## src/rtl/cnn_infer_scheduler_if.sv

```systemverilog
// Purpose: signal bundle between the host sample stream, CNN input BRAM write port, CNN control and frame reports.
// Latency: none, wires only.
// Backpressure: o_s_ready comes from the scheduler (slave side); the master side drives every i_* signal.
// Ports (all scheduler-relative names):
//   i_s_valid/o_s_ready/i_s_data/i_s_last  host sample stream
//   o_bram_we/o_bram_addr/o_bram_wdata     CNN input BRAM write port
//   o_start_inference/i_cnn_done/i_spike_fire  CNN control and spike events
//   o_frame_done/o_frame_id/o_spike_count/o_err_len/o_err_timeout/o_busy  status
// Parameters must match the ones given to cnn_infer_scheduler.
interface cnn_infer_scheduler_if #(
  parameter int IMG_H      = 8,
  parameter int IMG_W      = 9,
  parameter int IMG_C      = 4,
  parameter int DATA_W     = 8,
  parameter int FLAT_LEN   = 320,
  parameter int FRAME_ID_W = 8
);
  localparam int ADDR_W = $clog2(IMG_H * IMG_W * IMG_C);
  localparam int CNT_W  = $clog2(FLAT_LEN + 1);

  logic              i_s_valid;
  logic              o_s_ready;
  logic [DATA_W-1:0] i_s_data;
  logic              i_s_last;
  logic              o_bram_we;
  logic [ADDR_W-1:0] o_bram_addr;
  logic [DATA_W-1:0] o_bram_wdata;
  logic              o_start_inference;
  logic              i_cnn_done;
  logic              i_spike_fire;
  logic              o_frame_done;
  logic [FRAME_ID_W-1:0] o_frame_id;
  logic [CNT_W-1:0]  o_spike_count;
  logic              o_err_len;
  logic              o_err_timeout;
  logic              o_busy;

  modport master (
    output i_s_valid, i_s_data, i_s_last, i_cnn_done, i_spike_fire,
    input  o_s_ready, o_bram_we, o_bram_addr, o_bram_wdata, o_start_inference,
           o_frame_done, o_frame_id, o_spike_count, o_err_len, o_err_timeout, o_busy
  );

  modport slave (
    input  i_s_valid, i_s_data, i_s_last, i_cnn_done, i_spike_fire,
    output o_s_ready, o_bram_we, o_bram_addr, o_bram_wdata, o_start_inference,
           o_frame_done, o_frame_id, o_spike_count, o_err_len, o_err_timeout, o_busy
  );
endinterface

```

## src/rtl/cnn_infer_scheduler.sv

```systemverilog
// Purpose: frame sequencer - loads a frame into CNN input BRAM, starts inference, counts spikes, reports per frame.
// Latency: BRAM write one cycle after handshake; start pulse one cycle after last beat; report one cycle after done.
// Backpressure: o_s_ready high only while a frame may be loaded; held low during start/BRAM read and until report.
// Ports: clk, rst_n (async active-low), bus (cnn_infer_scheduler_if.slave, see interface header).
// Option: define CNN_SCHED_OVERLAP_EN to allow loading the next frame during WAIT_DONE and REPORT.
module cnn_infer_scheduler #(
  parameter int IMG_H          = 8,
  parameter int IMG_W          = 9,
  parameter int IMG_C          = 4,
  parameter int DATA_W         = 8,
  parameter int FLAT_LEN       = 320,
  parameter int TIMEOUT_CYCLES = 4096,
  parameter int FRAME_ID_W     = 8
) (
  input logic                  clk,
  input logic                  rst_n,
  cnn_infer_scheduler_if.slave bus
);
  localparam int N      = IMG_H * IMG_W * IMG_C;
  localparam int P      = IMG_H * IMG_W;
  localparam int ADDR_W = $clog2(N);
  localparam int CNT_W  = $clog2(FLAT_LEN + 1);
  localparam int WIN_W  = $clog2(P + 1);
  localparam int WD_W   = $clog2(TIMEOUT_CYCLES + 1);

  typedef enum logic [2:0] {LOAD, START, READ_WIN, WAIT_DONE, REPORT} state_t;

  state_t                state;
  logic [ADDR_W-1:0]     beat_cnt;
  logic [WIN_W-1:0]      win_cnt;
  logic [WD_W-1:0]       wd_cnt;
  logic [CNT_W-1:0]      spike_cnt;
  logic [FRAME_ID_W-1:0] frame_id;
`ifdef CNN_SCHED_OVERLAP_EN
  logic                  pending;
`endif

  logic             load_en;
  logic             beat;
  logic             at_end;
  logic             frame_complete;
  logic             len_err;
  logic             spike_win;
  logic [CNT_W-1:0] spike_nxt;
  logic             wd_expired;

`ifdef CNN_SCHED_OVERLAP_EN
  // A completed-but-unstarted frame occupies the BRAM, so stop accepting until it is started.
  assign load_en = (state == LOAD) ||
                   (((state == WAIT_DONE) || (state == REPORT)) && !pending);
`else
  assign load_en = (state == LOAD);
`endif

  assign bus.o_s_ready = load_en;
  assign bus.o_busy    = (state != LOAD);

  assign beat           = bus.i_s_valid && load_en;
  assign at_end         = (beat_cnt == ADDR_W'(N - 1));
  assign frame_complete = beat && bus.i_s_last && at_end;
  // Early last, or a full-length frame without last: either way the frame is discarded.
  assign len_err        = beat && (bus.i_s_last != at_end);

  // Counting window runs from READ_WIN entry through the cycle done is seen.
  assign spike_win  = (state == READ_WIN) || (state == WAIT_DONE);
  assign spike_nxt  = (spike_win && bus.i_spike_fire && (spike_cnt != CNT_W'(FLAT_LEN)))
                      ? spike_cnt + 1'b1 : spike_cnt;
  assign wd_expired = (wd_cnt == WD_W'(TIMEOUT_CYCLES - 1));

  always_ff @(posedge clk or negedge rst_n) begin
    if (!rst_n) begin
      state                 <= LOAD;
      beat_cnt              <= '0;
      win_cnt               <= '0;
      wd_cnt                <= '0;
      spike_cnt             <= '0;
      frame_id              <= '0;
`ifdef CNN_SCHED_OVERLAP_EN
      pending               <= 1'b0;
`endif
      bus.o_bram_we         <= 1'b0;
      bus.o_bram_addr       <= '0;
      bus.o_bram_wdata      <= '0;
      bus.o_start_inference <= 1'b0;
      bus.o_frame_done      <= 1'b0;
      bus.o_frame_id        <= '0;
      bus.o_spike_count     <= '0;
      bus.o_err_len         <= 1'b0;
      bus.o_err_timeout     <= 1'b0;
    end else begin
      bus.o_start_inference <= 1'b0;
      bus.o_frame_done      <= 1'b0;
      bus.o_err_timeout     <= 1'b0;
      bus.o_err_len         <= len_err;
      bus.o_bram_we         <= beat;
      spike_cnt             <= spike_nxt;

      // Every accepted beat is written, including those of a frame later found malformed.
      if (beat) begin
        bus.o_bram_addr  <= beat_cnt;
        bus.o_bram_wdata <= bus.i_s_data;
        if (frame_complete || len_err) beat_cnt <= '0;
        else                           beat_cnt <= beat_cnt + 1'b1;
      end

      case (state)
        LOAD: begin
          if (frame_complete) begin
            state                 <= START;
            bus.o_start_inference <= 1'b1;
          end
        end
        START: begin
          state   <= READ_WIN;
          win_cnt <= '0;
        end
        READ_WIN: begin
          if (win_cnt == WIN_W'(P)) begin
            state  <= WAIT_DONE;
            wd_cnt <= '0;
`ifdef CNN_SCHED_OVERLAP_EN
            beat_cnt <= '0;
`endif
          end else begin
            win_cnt <= win_cnt + 1'b1;
          end
        end
        WAIT_DONE: begin
`ifdef CNN_SCHED_OVERLAP_EN
          if (frame_complete) pending <= 1'b1;
`endif
          // Done on the final watchdog cycle still counts as a normal completion.
          // The report strobe and any timeout pulse land in the same (REPORT) cycle.
          if (bus.i_cnn_done || wd_expired) begin
            state                 <= REPORT;
            bus.o_frame_done      <= 1'b1;
            bus.o_frame_id        <= frame_id;
            bus.o_spike_count     <= spike_nxt;
            bus.o_err_timeout     <= !bus.i_cnn_done;
          end else begin
            wd_cnt <= wd_cnt + 1'b1;
          end
        end
        REPORT: begin
          frame_id  <= frame_id + 1'b1;
          spike_cnt <= '0;
          wd_cnt    <= '0;
`ifdef CNN_SCHED_OVERLAP_EN
          if (pending || frame_complete) begin
            state                 <= START;
            bus.o_start_inference <= 1'b1;
            pending               <= 1'b0;
          end else begin
            state <= LOAD;
          end
`else
          state <= LOAD;
`endif
        end
        default: state <= LOAD;
      endcase
    end
  end
endmodule

```

## src/flat_wrapper.sv

```systemverilog
// flat-port wrapper written by rule: the top's interface ports become plain ports
module cnn_infer_scheduler_flat 
#(
  parameter int IMG_H          = 8,
  parameter int IMG_W          = 9,
  parameter int IMG_C          = 4,
  parameter int DATA_W         = 8,
  parameter int FLAT_LEN       = 320,
  parameter int TIMEOUT_CYCLES = 4096,
  parameter int FRAME_ID_W     = 8
)
  (clk, rst_n, bus_i_s_valid, bus_i_s_data, bus_i_s_last, bus_i_cnn_done, bus_i_spike_fire, bus_o_s_ready, bus_o_bram_we, bus_o_bram_addr, bus_o_bram_wdata, bus_o_start_inference, bus_o_frame_done, bus_o_frame_id, bus_o_spike_count, bus_o_err_len, bus_o_err_timeout, bus_o_busy);
  cnn_infer_scheduler_if #(.IMG_H(IMG_H), .IMG_W(IMG_W), .IMG_C(IMG_C), .DATA_W(DATA_W), .FLAT_LEN(FLAT_LEN), .FRAME_ID_W(FRAME_ID_W)) bus_i ();
  input logic clk;
  input logic rst_n;
  input wire logic [$bits(bus_i.i_s_valid)-1:0] bus_i_s_valid;
  input wire logic [$bits(bus_i.i_s_data)-1:0] bus_i_s_data;
  input wire logic [$bits(bus_i.i_s_last)-1:0] bus_i_s_last;
  input wire logic [$bits(bus_i.i_cnn_done)-1:0] bus_i_cnn_done;
  input wire logic [$bits(bus_i.i_spike_fire)-1:0] bus_i_spike_fire;
  output wire logic [$bits(bus_i.o_s_ready)-1:0] bus_o_s_ready;
  output wire logic [$bits(bus_i.o_bram_we)-1:0] bus_o_bram_we;
  output wire logic [$bits(bus_i.o_bram_addr)-1:0] bus_o_bram_addr;
  output wire logic [$bits(bus_i.o_bram_wdata)-1:0] bus_o_bram_wdata;
  output wire logic [$bits(bus_i.o_start_inference)-1:0] bus_o_start_inference;
  output wire logic [$bits(bus_i.o_frame_done)-1:0] bus_o_frame_done;
  output wire logic [$bits(bus_i.o_frame_id)-1:0] bus_o_frame_id;
  output wire logic [$bits(bus_i.o_spike_count)-1:0] bus_o_spike_count;
  output wire logic [$bits(bus_i.o_err_len)-1:0] bus_o_err_len;
  output wire logic [$bits(bus_i.o_err_timeout)-1:0] bus_o_err_timeout;
  output wire logic [$bits(bus_i.o_busy)-1:0] bus_o_busy;
  assign bus_i.i_s_valid = bus_i_s_valid;
  assign bus_i.i_s_data = bus_i_s_data;
  assign bus_i.i_s_last = bus_i_s_last;
  assign bus_i.i_cnn_done = bus_i_cnn_done;
  assign bus_i.i_spike_fire = bus_i_spike_fire;
  assign bus_o_s_ready = bus_i.o_s_ready;
  assign bus_o_bram_we = bus_i.o_bram_we;
  assign bus_o_bram_addr = bus_i.o_bram_addr;
  assign bus_o_bram_wdata = bus_i.o_bram_wdata;
  assign bus_o_start_inference = bus_i.o_start_inference;
  assign bus_o_frame_done = bus_i.o_frame_done;
  assign bus_o_frame_id = bus_i.o_frame_id;
  assign bus_o_spike_count = bus_i.o_spike_count;
  assign bus_o_err_len = bus_i.o_err_len;
  assign bus_o_err_timeout = bus_i.o_err_timeout;
  assign bus_o_busy = bus_i.o_busy;
  cnn_infer_scheduler #(.IMG_H(IMG_H), .IMG_W(IMG_W), .IMG_C(IMG_C), .DATA_W(DATA_W), .FLAT_LEN(FLAT_LEN), .TIMEOUT_CYCLES(TIMEOUT_CYCLES), .FRAME_ID_W(FRAME_ID_W)) u_core (.clk(clk), .rst_n(rst_n), .bus(bus_i));
endmodule
```

## config.mk

```make
export PLATFORM = sky130hd
export DESIGN_NAME = cnn_infer_scheduler_flat
export DESIGN_NICKNAME = d
export VERILOG_FILES = /design/src/rtl/cnn_infer_scheduler_if.sv /design/src/rtl/cnn_infer_scheduler.sv /design/src/flat_wrapper.sv
export SDC_FILE = /design/constraint.sdc
export NUM_CORES = 1
export LEC_CHECK = 0
export BUFFER_PORTS_ARGS = -buffer_cell sky130_fd_sc_hd__clkbuf_2
export CAP_MARGIN = 20
export CORE_ASPECT_RATIO = 1.1
export CORE_MARGIN = 3
export CORE_UTILIZATION = 57
export DETAILED_ROUTE_END_ITERATION = 10
export GPL_ROUTABILITY_DRIVEN = 0
export PLACE_DENSITY = 0.89
export SKIP_CTS_REPAIR_TIMING = 1
export SYNTH_ARGS = -nofsm -noshare
export SYNTH_HDL_FRONTEND = slang
export SYNTH_SLANG_ARGS = --single-unit
```

## constraint.sdc

```tcl
create_clock -name clk -period 2.37 [get_ports clk]
set_input_delay 0.237 -clock clk [delete_from_list [all_inputs] [get_ports clk]]
set_output_delay 0.237 -clock clk [all_outputs]
set_load 0.05 [all_outputs]
```

==> Word level (Yosys, flattened, before mapping) <==
Index checks and enable logic that the tools add are counted.
{ "op_classes": {"order_cmp": 0, "bitwise": 0, "n_shift": 0, "mux": 18, "reduce_logical": 18, "multipliers": 0, "eq_ne": 14, "div_mod_pow": 0, "addsub": 5} }
{ "op_table": {"columns": ["operator", "count"], "rows": [
  ["13-bit one-hot mux with 3 select lines", 1],
  ["9-bit 2-to-1 mux", 3],
  ["13-bit 2-to-1 mux", 2],
  ["9-bit by 1-bit adder with 9-bit output, second input constant", 2],
  ["7-bit one-hot mux with 2 select lines", 1],
  ["13-bit by 1-bit adder with 13-bit output, second input constant", 1],
  ["13-bit by 12-bit equality test with 1-bit output, second input constant", 1],
  ["3-bit one-hot mux with 4 select lines", 1],
  ["2-bit inequality test, second input constant", 5],
  ["9-bit equality test, second input constant", 1],
  ["3-bit 2-to-1 mux", 3],
  ["9-bit inequality test, second input constant", 1],
  ["8-bit by 1-bit adder with 8-bit output, second input constant", 1],
  ["7-bit by 1-bit adder with 7-bit output, second input constant", 1],
  ["7-bit equality test, second input constant", 1],
  ["7-bit 2-to-1 mux", 1],
  ["3-bit by 2-bit equality test with 1-bit output, second input constant", 2],
  ["1-bit logical AND", 6],
  ["1-bit 2-to-1 mux", 6],
  ["3-bit AND reduction", 2],
  ["3-bit nonzero test", 2],
  ["2-bit AND reduction", 2],
  ["3-bit by 1-bit equality test with 1-bit output, second input constant", 1],
  ["3-bit equality test, second input constant", 1],
  ["5 further kinds", 7]
]} }
{ "word_totals": {"elab_cells": 70, "mem_bits_rw": 0, "rom_bits": 0, "inputBits": 14, "latchBits": 0, "memories": 0, "reg_bits": 88} }

==> Longest topological paths before layout <==
Gate-level depths: netlist of the first run.
{ "logic_depth": {"word_depth": 6, "depth_mapped": 7, "depth_no_buf": 6} }

==> Least setup slack after synthesis of the first run <==
No wires, ideal clock.
{ "synth_timing": {"path_kind": "flip-flop to output port", "startpoint": "reg u_core.state[0]", "endpoint": "out bus_o_busy", "required_ps": 2133, "path_stages_with_launch": 5, "setup_slack_ps": -265, "arrival_ps": 2398, "cell_sequence": "dfrtp_1 > buf_2 > clkbuf_1 > nor3_1 > inv_1"} }
{ "synth_between": {"elab_chain_len": 1} }
{ "synth_lines": {"columns": ["element", "line", "rtl"], "rows": [
  ["from (decl)", "cnn_infer_scheduler.sv:28", "state_t state;"],
  ["from (signal assigned)", "cnn_infer_scheduler.sv:72", "state <= LOAD;"],
  ["from (signal assigned)", "cnn_infer_scheduler.sv:109", "state <= START;"],
  ["from (signal assigned)", "cnn_infer_scheduler.sv:114", "state <= READ_WIN;"],
  ["3-bit nonzero test", "cnn_infer_scheduler.sv:56", "assign bus.o_busy = (state != LOAD);"],
  ["to (decl)", "flat_wrapper.sv:31", "output wire logic [$bits(bus_i.o_busy)-1:0] bus_o_busy;"]
]} }
Every way passes these cells.

==> Final worst setup path of the first run <==
{ "layout_timing": {"startpoint": "reg u_core.win_cnt[2]", "endpoint": "reg u_core.wd_cnt[5]"} }
{ "layout_between": {"elab_chain_len": 3} }
{ "layout_lines": {"columns": ["element", "line", "rtl"], "rows": [
  ["from (decl)", "cnn_infer_scheduler.sv:30", "logic [WIN_W-1:0] win_cnt;"],
  ["from (signal assigned)", "cnn_infer_scheduler.sv:125", "win_cnt <= win_cnt + 1'b1;"],
  ["7-bit equality test", "cnn_infer_scheduler.sv:118", "if (win_cnt == WIN_W'(P)) begin"],
  ["2-bit inequality test (no line)", null, null],
  ["3-bit AND reduction (no line)", null, null],
  ["to (signal assigned)", "cnn_infer_scheduler.sv:141", "wd_cnt <= wd_cnt + 1'b1;"],
  ["to (decl)", "cnn_infer_scheduler.sv:31", "logic [WD_W-1:0] wd_cnt;"]
]} }
Every way passes these cells.
A chain may end at the register's enable or synchronous reset.

==> results of run 1 <==
## cell type report
cell class              count  area (sq um)  share of cell area (%)
clock buffers               9         123.9                   2.627
clock inverters             7         86.33                   1.831
inverters                  25         93.84                   1.990
multi-input cells         274          1729                   36.67
flip-flops and latches     88          2202                   46.70
well taps                  82         102.6                   2.176
repair buffers             66         377.9                   8.013
## metal layers
| layer | routed length, um | vias to the layer above | GRT usage [%] | part of all wire, % |
|---|---|---|---|---|
| met2 | 4456 | 91 | 36.46 | 51 |
| met4 | 152 | 0 | 9.610 | 1.7 |
| met5 | 0 | - | 0 | 0 |
| li1 | - | 1519 | - | - |
| met3 | 407 | 12 | 3.371 | 4.6 |
| met1 | 3774 | 1585 | 28.61 | 43 |
## power by group through the flow
stage	clock network [mW]	registers, mW	logic (mW)
floorplan	0	2.14	0.363
finish	1.10	1.76	0.985
global placement	0	1.78	0.963
global route	1.16	1.78	1.06
CTS	1.11	1.76	0.986
detailed placement	0	1.79	0.981
## cells by family (layout without fill, tap and decap cells)
family	Yosys count	in the layout	share of synthesized area [%]
compound gates	58	58	9.213
mux	24	24	6.111
simple gates	168	168	20.83
flops	88	88	53.51
buf+inv	42	107	4.591
fa+ha+maj	7	7	2.128
xor+xnor	17	17	3.618
## worst max-delay path: cells and delay by family, from the launching register on
family          cells  cell delay, ns
flops               1            0.44
simple gates        1            0.62
compound gates      3            0.88
## cell usage after synthesis (4+ instances only)
library cell,number,area share [%]
sky130_fd_sc_hd__nand3_1,14,1.7
sky130_fd_sc_hd__a41oi_1,4,0.85
sky130_fd_sc_hd__nor3_1,10,1.2
sky130_fd_sc_hd__o21ai_0,14,1.7
sky130_fd_sc_hd__dfrtp_1,88,54
sky130_fd_sc_hd__xnor2_1,14,3.0
sky130_fd_sc_hd__clkbuf_1,8,0.73
sky130_fd_sc_hd__a21oi_1,8,0.97
sky130_fd_sc_hd__nor2_1,23,2.1
sky130_fd_sc_hd__ha_1,7,2.1
sky130_fd_sc_hd__nand2_1,74,6.7
sky130_fd_sc_hd__inv_1,24,2.2
sky130_fd_sc_hd__nand4b_1,5,1.1
sky130_fd_sc_hd__mux2_2,9,2.5
sky130_fd_sc_hd__a31oi_1,14,2.1
sky130_fd_sc_hd__buf_2,6,0.73
sky130_fd_sc_hd__nand4_1,6,0.91
sky130_fd_sc_hd__nand2b_1,7,1.1
sky130_fd_sc_hd__mux2i_1,15,3.6
## flip-flops by register name, indices dropped and copies added (netlist names), 3 cells and up
| register | flops |
|---|---|
| u_core.frame_id | 8 |
| u_core.state | 3 |
| u_core.bus.o_frame_id | 8 |
| u_core.bus.o_bram_wdata | 8 |
| u_core.beat_cnt | 9 |
| u_core.bus.o_spike_count | 9 |
| u_core.bus.o_bram_addr | 9 |
| u_core.win_cnt | 7 |
| u_core.wd_cnt | 13 |
| u_core.spike_cnt | 9 |
## how the worst min path moves through the flow
stage / start / to
floorplan: rst_n / u_core.beat_cnt[0]
global placement: rst_n / u_core.wd_cnt[7]
detailed placement: rst_n / u_core.wd_cnt[8]
CTS: rst_n / u_core.frame_id[5]
global route: bus_i_s_data[1] / u_core.bus.o_bram_wdata[1]
finish: bus_i_s_data[5] / u_core.bus.o_bram_wdata[5]
==> results.cfg, run 1 <==
[worst_setup_path]
startpoint = u_core.win_cnt[2]
critPathCaptureType = flip-flop
critical_path.endpoint = u_core.wd_cnt[5]
critical-path-max-stage-delay_ns = 0.62
critical_path.reg2reg.endpoint = u_core.wd_cnt[5]
crit-reg2reg-launch = u_core.win_cnt[2]
critical_path_required_ns = 2.58
worstSetupPathType = reg -> reg
critical_path.cell_chain = nor4b_1 -> a41oi_1 -> o21ai_1 -> a31oi_1
r2r_cells = 4
timing.reg2reg.setup_slack_ns = 0.28
timing.critical_path.slowest_stage_cell = sky130_fd_sc_hd__nor4b_1
crit_fanout = 11
arrival_ns = 2.30
setup.worst_path.start_class = flip-flop

[clocking]
tritoncts = yes
cts_root_buffer = sky130_fd_sc_hd__clkbuf_8
cts_buffers = 9
clock_latency_ns = 0.37
max_root_sink_buffers = 2
num_clock_sinks = 88
clk_pin_slew_ns = 0.10
ctsHtreeMaxLevel = 3

[timing]
timing.slew.headroom_pct = 45.37
worst_slack_ns = 0.2838
fin_worst_skew_ns = 0.01546
maxClockFrequency_mhz = 479.3
number_of_max_slew_violations_in_the_final_report = 0
finalCritPeriodShare_pct = 88.02
setup_viol_count_final = 0
rsz0062_at_grt = no
final_period_demand_of_the_worst_path_ns = 2.086
hold_violations = 0
hold_ws_ns = 0.05146
tightest_slew_ns = 0.8140
setup_total_negative_slack_ns = 0

[logic_synthesis]
synth-async-reset-ratio_pct = 100.0
synthesized_nets = 425
ys_dominant_reg_cell = sky130_fd_sc_hd__dfrtp_1
synth_enable_flop_cells = 0
yosysSeqAreaShare_pct = 53.51
syn-cell-area_sq_um = 4115
synth.yosys.warnings = 0
avgSynthCellArea_sq_um = 10.19
synth-seq-cells = 88
synthDistinctLibCells = 55
syn_inst = 404

[final_layout]
final_core_util_pct = 69.47
layout.cells.non_filler = 551
flow.area_growth_from_synthesis_pct = 14.59
mostFrequentLayoutCell = sky130_fd_sc_hd__dfrtp_1
post-route-cell-area_sq_um = 4716
layout.nets = 485
post_route_cells_drive_above_1_share_pct = 20.90
fillers = 509
mostFrequentLayoutCells = sky130_fd_sc_hd__dfrtp_1, sky130_fd_sc_hd__nand2_1, sky130_fd_sc_hd__clkbuf_2, sky130_fd_sc_hd__inv_1, sky130_fd_sc_hd__nor2_1
antenna_cells_inserted = 0

[detailed_routing]
detailroute.via_count = 3207
drt.antenna.violating_nets = 0
average_routed_wire_per_standard_cell_um = 15.95
drt-initial-drc-count = 218
postRouteWirelength_um = 8790
drt_pre_antenna_iters = 4
route.detailed.drc = 0
average_via_count_per_standard_cell = 5.820

[power_and_ir_drop]
worst_ir_drop_vdd_uv = 895.9
clockPowerShare_pct = 28.6
p_switching_mw = 1.461
p_total_mw = 3.852
share_of_total_power_in_combinational_logic_pct = 25.6
seq_power_share_pct = 45.8
power.internal_mw = 2.390
power.share.switching_pct = 37.94
static-leakage-power_nw = 2.304
cellPowerDensity_nw_per_um2 = 816.7

[global_route]
grt_start_max_net_pins = 89
number_of_global_route_vias_before_repair = 3041
grt_antenna_before_repair = 0
grt_first_pass_wirelength_um = 14190
global_route.usage.total_pct = 22.00
grt_overflow = 0

[die]
x_dimension_of_the_die_um = 87.02
core_area_sq_um = 6788
die_h_um = 95.12
design.die.area_sq_um = 8276
fp-row-count = 31
io_pins = 55
initial_utilization_pct = 60.63

[placed_design]
postPlaceCellArea_sq_um = 4496
port_buffers = 54
half_perimeter_wire_length_after_placement_um = 5825
placement.setup.worst_slack_ns = 0.2804
dp_cells = 534

[run_status]
status = finished, final reports clean

[hold_path]
hold_path.class = in -> reg
min_path_cells = 3

[run]
drv_cap = 0
No activity file was read; power rests on OpenSTA's default activity.
==> run 2: changes to the inputs <==
--- a/config.mk
+++ b/config.mk
@@ -9,10 +9,10 @@
 export CAP_MARGIN = 20
 export CORE_ASPECT_RATIO = 1.1
 export CORE_MARGIN = 3
-export CORE_UTILIZATION = 57
+export CORE_UTILIZATION = 59
 export DETAILED_ROUTE_END_ITERATION = 10
 export GPL_ROUTABILITY_DRIVEN = 0
-export PLACE_DENSITY = 0.89
+export PLACE_DENSITY = 0.91
 export SKIP_CTS_REPAIR_TIMING = 1
 export SYNTH_ARGS = -nofsm -noshare
 export SYNTH_HDL_FRONTEND = slang
==> constraint.sdc (replaced) <==
create_clock -name clk -period 2.4 [get_ports clk]
set_input_delay 0.24 -clock clk [delete_from_list [all_inputs] [get_ports clk]]
set_output_delay 0.24 -clock clk [all_outputs]
set_load 0.05 [all_outputs]
==> run 2 against run 1 <==
Routed wire length shrank 2.5%. Cell count increased by 0.18%. Clock power down 13%. Clock skew fell by 0.0030 ns. Global-route usage rose by 0.68 points. Die area decreased by 3.2%. Combinational power shrank 3.1%. Largest power group unchanged.
==> results.cfg, run 2 (synthesized netlist as in run 1, its figures left out) <==
[clocking]
clock_latency_ns = 0.36
cts_root_buffer = sky130_fd_sc_hd__clkbuf_8
max_root_sink_buffers = 2
num_clock_sinks = 88
clk_pin_slew_ns = 0.09
cts_buffers = 9
ctsHtreeMaxLevel = 3
tritoncts = yes

[worst_setup_path]
worstSetupPathType = reg -> reg
critical_path.cell_chain = ha_1 -> nand2_1 -> nor4_4 -> o21a_1 -> buf_4 -> mux2i_1
critical_path_required_ns = 2.67
crit-reg2reg-launch = u_core.wd_cnt[0]
timing.critical_path.slowest_stage_cell = sky130_fd_sc_hd__o21a_1
startpoint = u_core.wd_cnt[0]
r2r_cells = 6
critical-path-max-stage-delay_ns = 0.46
arrival_ns = 2.39
crit_fanout = 10
critPathCaptureType = flip-flop
critical_path.reg2reg.endpoint = u_core.bus.o_spike_count[6]
timing.reg2reg.setup_slack_ns = 0.28
setup.worst_path.start_class = flip-flop

[run_status]
status = finished, final reports clean

[placed_design]
port_buffers = 54
dp_cells = 535
placement.setup.worst_slack_ns = 0.2996
half_perimeter_wire_length_after_placement_um = 6099

[power_and_ir_drop]
static-leakage-power_nw = 2.286
p_total_mw = 3.665
worst_ir_drop_vdd_uv = 809.3
cellPowerDensity_nw_per_um2 = 782.9

[die]
initial_utilization_pct = 61.68
design.die.area_sq_um = 8014
io_pins = 55
core_area_sq_um = 6671
die_h_um = 93.59
fp-row-count = 31
x_dimension_of_the_die_um = 85.63

[global_route]
number_of_global_route_vias_before_repair = 3207
global_route.usage.total_pct = 22.68
grt_start_max_net_pins = 38
grt_overflow = 0
grt_first_pass_wirelength_um = 14520
grt_antenna_before_repair = 0

[timing]
finalCritPeriodShare_pct = 88.32
worst_slack_ns = 0.2803
tightest_slew_ns = 0.8462
fin_worst_skew_ns = 0.01243
timing.slew.headroom_pct = 43.21
setup_viol_count_final = 0
hold_violations = 0
setup_total_negative_slack_ns = 0
final_period_demand_of_the_worst_path_ns = 2.120
number_of_max_slew_violations_in_the_final_report = 0
maxClockFrequency_mhz = 471.8
rsz0062_at_grt = no

[detailed_routing]
drt.antenna.violating_nets = 0
average_via_count_per_standard_cell = 5.826
route.detailed.drc = 0
average_routed_wire_per_standard_cell_um = 15.53
drt-initial-drc-count = 222
drt_pre_antenna_iters = 4
detailroute.via_count = 3216
postRouteWirelength_um = 8571

[final_layout]
layout.cells.non_filler = 552
mostFrequentLayoutCell = sky130_fd_sc_hd__dfrtp_1
antenna_cells_inserted = 0
post_route_cells_drive_above_1_share_pct = 20.85
layout.nets = 486
flow.area_growth_from_synthesis_pct = 13.74
largest_register = u_core.wd_cnt
mostFrequentLayoutCells = sky130_fd_sc_hd__dfrtp_1, sky130_fd_sc_hd__nand2_1, sky130_fd_sc_hd__clkbuf_2, sky130_fd_sc_hd__inv_1, sky130_fd_sc_hd__nor2_1
largest_register_ff_count = 13

[hold_path]
whs_endpoint = u_core.bus.o_bram_wdata[6]
hp-start = bus_i_s_data[6]
min_path_cells = 3
hold_path.class = in -> reg

[run]
drv_cap = 0
-- run 2: cell count changes in the layout (fill, tap and decap cells not counted), sizes merged --
cell      previous run  this run
bufinv               1         0
clkbuf              62        63
buf                 12        13
clkinvlp             1         2
inv                 29        28
-- run 2: layer usage --
metal / share of wire (%) / vias up / track usage [%]
met5: 0 / - / 0
met4: 1.7 / 0 / 8.311
met3: 4.7 / 13 / 3.965
met2: 51 / 92 / 38.73
met1: 42 / 1587 / 28.91
li1: - / 1524 / -
-- run 2: critical path: cells and delay by family, from the launching register on --
family | cells | cell delay (ns)
AOI/OAI and AO/OA | 1 | 0.46
DFF | 1 | 0.38
adders and majority gates | 1 | 0.21
buffers and inverters | 1 | 0.29
and+or+nand+nor | 2 | 0.49
muxes | 1 | 0.21
-- run 2: layout make-up --
cell class                      count  area, sq um
Fill cell                         479         1991
Clock buffer                       10        127.6
Sequential cell                    88         2202
Timing Repair Buffer               67        372.9
Clock inverter                      6        52.55
Multi-Input combinational cell    274         1729
Inverter                           25        93.84
Tap cell                           82        102.6
-- run 2: worst max path at each step --
| stage | to | slack, ns | cells past startpoint |
|---|---|---|---|
| final | u_core.bus.o_spike_count[6] | 0.28 | 6 |
| after floorplan | bus_o_busy | 0.34 | 4 |
| after detailed placement | u_core.bus.o_spike_count[6] | 0.30 | 6 |
| after global placement | u_core.bus.o_spike_count[4] | 0.39 | 6 |
| after CTS | u_core.bus.o_spike_count[6] | 0.29 | 6 |
| after global routing | u_core.bus.o_spike_count[6] | 0.13 | 6 |
-- run 2: power breakdown --
group / switching (mW) / internal (mW) / leakage, nW / total, mW
Sequential: 0.128 / 1.63 / 1.14 / 1.75
Combinational: 0.725 / 0.228 / 1.06 / 0.954
Clock: 0.564 / 0.393 / 0.0854 / 0.957
Total: 1.42 / 2.25 / 2.29 / 3.66
-- run 2: stage by stage --
step | area, sq um | hold slack [ns] | utilization (%)
global placement | 4491 | 0.2225 | 67.31
floorplan | 4120 | -0.05559 | -
CTS | 4671 | -0.1645 | 70.01
finish | 4681 | 0.06926 | 70.16
detailed placement | 4491 | 0.2288 | 67.31
global route | 4681 | 0.06544 | 70.16
